**config.mk**
```make
export PLATFORM = sky130hd
export DESIGN_NAME = lsu_master
export DESIGN_NICKNAME = d
export VERILOG_FILES = /design/src/rtl/lsu_master.sv
export SDC_FILE = /design/constraint.sdc
export NUM_CORES = 1
export LEC_CHECK = 0
export ABC_AREA = 1
export CAP_MARGIN = 40
export CELL_PAD_IN_SITES_DETAIL_PLACEMENT = 0
export CELL_PAD_IN_SITES_GLOBAL_PLACEMENT = 1
export CORE_MARGIN = 1.5
export CORE_UTILIZATION = 30
export DETAILED_ROUTE_END_ITERATION = 7
export HOLD_SLACK_MARGIN = 0.03
export MAX_ROUTING_LAYER = met4
export PLACE_DENSITY_LB_ADDON = 0.1
export SLEW_MARGIN = 20
export SYNTH_ARGS = -nofsm -noshare
export SYNTH_HDL_FRONTEND = slang
export SYNTH_SLANG_ARGS = --single-unit
```
**constraint.sdc**
```tcl
create_clock -name clk -period 2.98 [get_ports clk]
set_clock_uncertainty 0.1 [all_clocks]
set_input_delay 0.447 -clock clk [delete_from_list [all_inputs] [get_ports clk]]
set_output_delay 0.447 -clock clk [all_outputs]
set_load 0.02 [all_outputs]
```
**src/rtl/lsu_master.sv**
```systemverilog
// Load/store bus master: turns byte/half/word requests into word-wide memory
// accesses. Sub-word stores use read-modify-write; loads return extended lanes.
module lsu_master #(
    parameter int ADDR_W = 32
) (
    input  logic              clk,
    input  logic              rst_n,
    input  logic              req,
    input  logic              wr,
    input  logic [1:0]        size,
    input  logic              uns,
    input  logic [ADDR_W-1:0] addr,
    input  logic [31:0]       wdata,
    output logic              busy,
    output logic              done,
    output logic              err,
    output logic [31:0]       rdata,
    output logic [ADDR_W-1:0] A,
    output logic [31:0]       WD,
    output logic              WE,
    input  logic [31:0]       RD
);
    localparam int NUM_LANES = 4;
    localparam logic [1:0] S_IDLE  = 2'd0;
    localparam logic [1:0] S_READ  = 2'd1;
    localparam logic [1:0] S_WRITE = 2'd2;
    localparam logic [1:0] S_DONE  = 2'd3;

    logic [1:0]        state;
    logic [ADDR_W-1:0] addr_q;
    logic [31:0]       wdata_q;
    logic [1:0]        size_q;
    logic              wr_q;
    logic              uns_q;
    logic              err_q;
    logic [31:0]       buf_q;
    logic [31:0]       rdata_q;

    logic                                misalign;
    logic [31:0]                         load_val;
    logic [31:0]                         lane_b;
    logic [31:0]                         lane_h;
    logic [NUM_LANES-1:0]                be;
    logic [NUM_LANES-1:0][7:0]           wrep;
    logic [NUM_LANES-1:0][7:0]           merged;

    assign misalign = (size == 2'b11) ||
                      (size == 2'b01 && addr[0]) ||
                      (size == 2'b10 && addr[1:0] != 2'b00);

    // Lane extraction works straight off RD so rdata updates on the READ edge.
    assign lane_b = RD >> {addr_q[1:0], 3'b000};
    assign lane_h = RD >> {addr_q[1], 4'b0000};

    always_comb begin
        load_val = RD;
        case (size_q)
            2'b00:   load_val = {{24{~uns_q & lane_b[7]}}, lane_b[7:0]};
            2'b01:   load_val = {{16{~uns_q & lane_h[15]}}, lane_h[15:0]};
            default: load_val = RD;
        endcase
    end

    always_comb begin
        be   = 4'b1111;
        wrep = wdata_q;
        case (size_q)
            2'b00: begin
                be   = 4'b0001 << addr_q[1:0];
                wrep = {4{wdata_q[7:0]}};
            end
            2'b01: begin
                be   = addr_q[1] ? 4'b1100 : 4'b0011;
                wrep = {2{wdata_q[15:0]}};
            end
            default: begin
                be   = 4'b1111;
                wrep = wdata_q;
            end
        endcase
    end

    // Per-lane merge of new store data over the buffered word.
    for (genvar k = 0; k < NUM_LANES; k++) begin : g_lane
        assign merged[k] = be[k] ? wrep[k] : buf_q[8*k +: 8];
    end

    always_ff @(posedge clk or negedge rst_n) begin
        if (!rst_n) begin
            state   <= S_IDLE;
            addr_q  <= '0;
            wdata_q <= '0;
            size_q  <= '0;
            wr_q    <= 1'b0;
            uns_q   <= 1'b0;
            err_q   <= 1'b0;
            buf_q   <= '0;
            rdata_q <= '0;
        end else begin
            case (state)
                S_IDLE: if (req) begin
                    addr_q  <= addr;
                    wdata_q <= wdata;
                    size_q  <= size;
                    wr_q    <= wr;
                    uns_q   <= uns;
                    err_q   <= misalign;
                    if (misalign)                   state <= S_DONE;
                    else if (wr && size == 2'b10)   state <= S_WRITE;
                    else                            state <= S_READ;
                end
                S_READ: begin
                    buf_q <= RD;
                    if (wr_q) state <= S_WRITE;
                    else begin
                        rdata_q <= load_val;
                        state   <= S_DONE;
                    end
                end
                S_WRITE: state <= S_DONE;
                default: state <= S_IDLE;
            endcase
        end
    end

    // Bus outputs decode from state so an async reset drops WE at once.
    assign A     = (state == S_READ || state == S_WRITE) ? {addr_q[ADDR_W-1:2], 2'b00} : '0;
    assign WE    = (state == S_WRITE);
    assign WD    = (state == S_WRITE) ? merged : 32'h0;
    assign busy  = (state != S_IDLE);
    assign done  = (state == S_DONE);
    assign err   = (state == S_DONE) && err_q;
    assign rdata = rdata_q;
endmodule

```
==> flow_summary.toml <==
[timing]
slew_headroom_pct = 48.3
rsz0062_at_grt = "yes"
min_period_over_period_pct = 96.4
fmax_ghz = 0.348
finalSetupViolCount = 0
fin_ws_ns = 0.107
period_needed_ns = 2.87
hold_viol = 0
slew_violations = 0
tightestPinTransition_ns = 0.775

[clocking]
cts_sinks = 135
clock_latency_ns = 0.42
cts_htree_levels = 4
cts_tree = "built"
clk_pin_slew_ns = 0.06
cts_buffer_depth = 2
root_buffer = "clkbuf_16"
cts_made_buffers = 17

[finish]
fillers = 2360
multi_input_area_um2 = 2960
antennaDiodeCount = 0
final-instance-count-excl-fill = 1418
area_growth_pct = 43.2
utilization_pct = 43.7
final_nets = 1228
drive_gt1_share_pct = 7.06
area.sequential_um2 = 3380

[synth]
syn_area_per_cell_um2 = 7.38
synth_warnings = 0
synth-seq-cells = 135
yosys.area_share.simple_pct = 27.0
synth_top_cell_by_area = "dfrtp_1"
synth_top_family_by_area = "simple AND/OR/NAND/NOR gates"
seq_area_frac_synth_pct = 48.9
synthTopCellsByCount = "nand2_1, dfrtp_1, nor2_1, inv_1, o21ai_0"
synth_fa_ha_area_share_pct = 0.725
synth_edf_count = 0
synth_area_leaders = "dfrtp_1, nand2_1, o21ai_0, nor2_1, inv_1"
synth_ff_type = "dfrtp_1"
post-synth-top-count-cell = "nand2_1"
synth_cell_type_count = 32
synthXorXnorAreaFrac_pct = 0
syn_area_um2 = 6910
synth-compound-area-share_pct = 14.4
async_flop_share_pct = 100
synth_top_cell_area_share_pct = 48.9
synthCells = 936
synth_mux_area_share_pct = 0

[route]
final_antenna_net_count = 0
detail_route.wl_per_cell_um = 16.8
firstDrtPassIters = 5
viasPerCell = 4.61
wl_um = 23800
drc = 0
vias = 6538
drt_iter0_markers = 267

[global_routing]
grt_usage_pct = 21.0
grt_pass1_wl_um = 37100
grt_max_degree = 74
first_global_vias = 6564
overflow = 0
antenna_found_initial = 0

[power]
leakagePower_nw = 5.15
power.share.sequential_pct = 27.4
switching_share_pct = 44.6
p_comb_share_pct = 53.5
clkPwrFrac_pct = 19.2
vdd_ir_drop_max_mv = 0.523
power_density_nw_per_um2 = 1230
switching_power_w = 0.00544
internal_power_w = 0.00676

[floorplanning]
ioPinCount = 203
die_x_um = 155
die_area_um2 = 23900
initial_core_util_pct = 30.5
chipHeight_um = 155
floorplan.rows = 55
core_area_um2 = 22600

[place]
numPortBuffers = 200
dpl.hpwl_um = 16800
dp.cells = 1383
pre_cts_ws_ns = 0.214
routabilityCongestion = 0.833

[critical_path]
cp_slowest_stage_delay_ns = 0.64
required_ns = 2.43
critPathMaxFanout = 16
path_class = "register to output pin"
path_delay_family = "buffers and inverters"
cp-start-kind = "register"
path_buf_inv = 1
r2r_slack_ns = 0.94
arrival_ns = 2.33
endpoint_kind = "output pin"
critical-path-slowest-cell = "clkdlybuf4s50_1"
crit_chain = "nor2_4, nand2_1, o21ai_4, o21ai_0, a21oi_1, clkdlybuf4s50_1"

[flow_run]
cap_violations = 0

[worst_hold_path]
worstHoldPathType = "register to register"

[status]
status = "complete, no violations"
## through the flow
step / instance area, um^2 / total power (W) / hold slack [ns] / TNS [ns]
after detailed placement: 9130 / 0.00987 / 0.323 / 0
after CTS: 9810 / 0.0123 / 0.382 / -0.00287
after global placement: 9130 / 0.00986 / 0.323 / 0
after global routing: 9890 / 0.0132 / 0.397 / -0.0240
final: 9890 / 0.0122 / 0.379 / 0
after floorplan: 6910 / 0.00726 / 0.0514 / 0
## cells in the final DEF, fill, tap and decap left out, types with 3 or more instances in the layout
cell type,synthesis,routed
a21oi_1,62,62
a21oi_2,10,10
buf_4,7,11
buf_6,4,3
bufinv_16,0,5
clkbuf_16,0,17
clkdlybuf4s50_1,0,173
clkinv_2,1,3
clkinvlp_4,0,3
dfrtp_1,135,133
dlygate4sd2_1,0,7
dlymetal6s2s_1,0,19
ha_1,4,4
inv_1,86,85
inv_2,4,5
nand2_1,356,355
nand2_4,2,4
nand3_1,16,16
nor2_1,91,91
o211ai_1,12,12
o21ai_0,81,81
o21ai_4,0,3
o22ai_1,7,7
## path summary, 6_finish.rpt
check                                       from                     end  cells past startpoint
hold / removal             addr_q[6]$_DFFE_PN0P_   addr_q[6]$_DFFE_PN0P_                      2
hold reg to reg            addr_q[6]$_DFFE_PN0P_   addr_q[6]$_DFFE_PN0P_                      2
setup reg to reg            state[0]$_DFFE_PN0P_   size_q[1]$_DFFE_PN0P_                      5
setup / recovery           size_q[0]$_DFFE_PN0P_                  WD[22]                      6
min in group asynchronous                  rst_n  wdata_q[4]$_DFFE_PN0P_                      2
max in group asynchronous                  rst_n   rdata[20]$_DFFE_PN0P_                      3
## worst register-to-register path, stage by stage, from the launching register on
cell and delay (ns):
dfrtp_1 0.40, inv_1 0.08, ha_1 0.27, nand2_2 0.10, buf_4 0.61, o21ai_0 0.29
## per-layer routing
| metal | GRT usage [%] | routed length [um] | vias to the layer above |
|---|---|---|---|
| li1 | - | - | 3276 |
| met1 | 26.6 | 10700 | 3068 |
| met2 | 33.7 | 11500 | 173 |
| met3 | 4.48 | 1170 | 21 |
| met4 | 6.27 | 375 | 0 |
| met5 | - | 0 | - |
## power by group through the flow
stage          combinational [W]  clock (W)  sequential (W)
2_1_floorplan            0.00384          0         0.00342
3_3_place_gp             0.00652          0         0.00335
3_5_place_dp             0.00652          0         0.00335
4_1_cts                  0.00658    0.00239         0.00334
5_1_grt                  0.00725    0.00247         0.00345
6_report                 0.00652    0.00234         0.00334
## cell families after synthesis
kind of cell / after synthesis
other cells: 1
fa+ha+maj: 4
flops: 135
buf+inv: 144
simple gates: 474
compound gates: 178
## registers in the layout, summed over array words and instances (netlist names)
signal,cells
wdata_q,32
size_q,2
buf_q,32
uns_q,1
rdata,32
state,2
err_q,1
wr_q,1
addr_q,32
## repair_timing
action                                  4_1_cts  5_1_grt
endpoints found under the setup margin       32       25
endpoints found under the hold margin        44        0
buffers inserted                              2        0
cloned                                        1        0
hold buffers                                  1        0
resized for setup                            11       24
pin swaps                                     1        0
## final cells by class
cell class,count,area share (%)
tap,285,3.61
multi-input combinational,659,29.9
clock buffer,19,4.48
sequential,135,34.2
inverter,92,3.58
clock inverter,12,2.02
timing repair buffer,216,22.2
(Power assumes the default switching activity.)
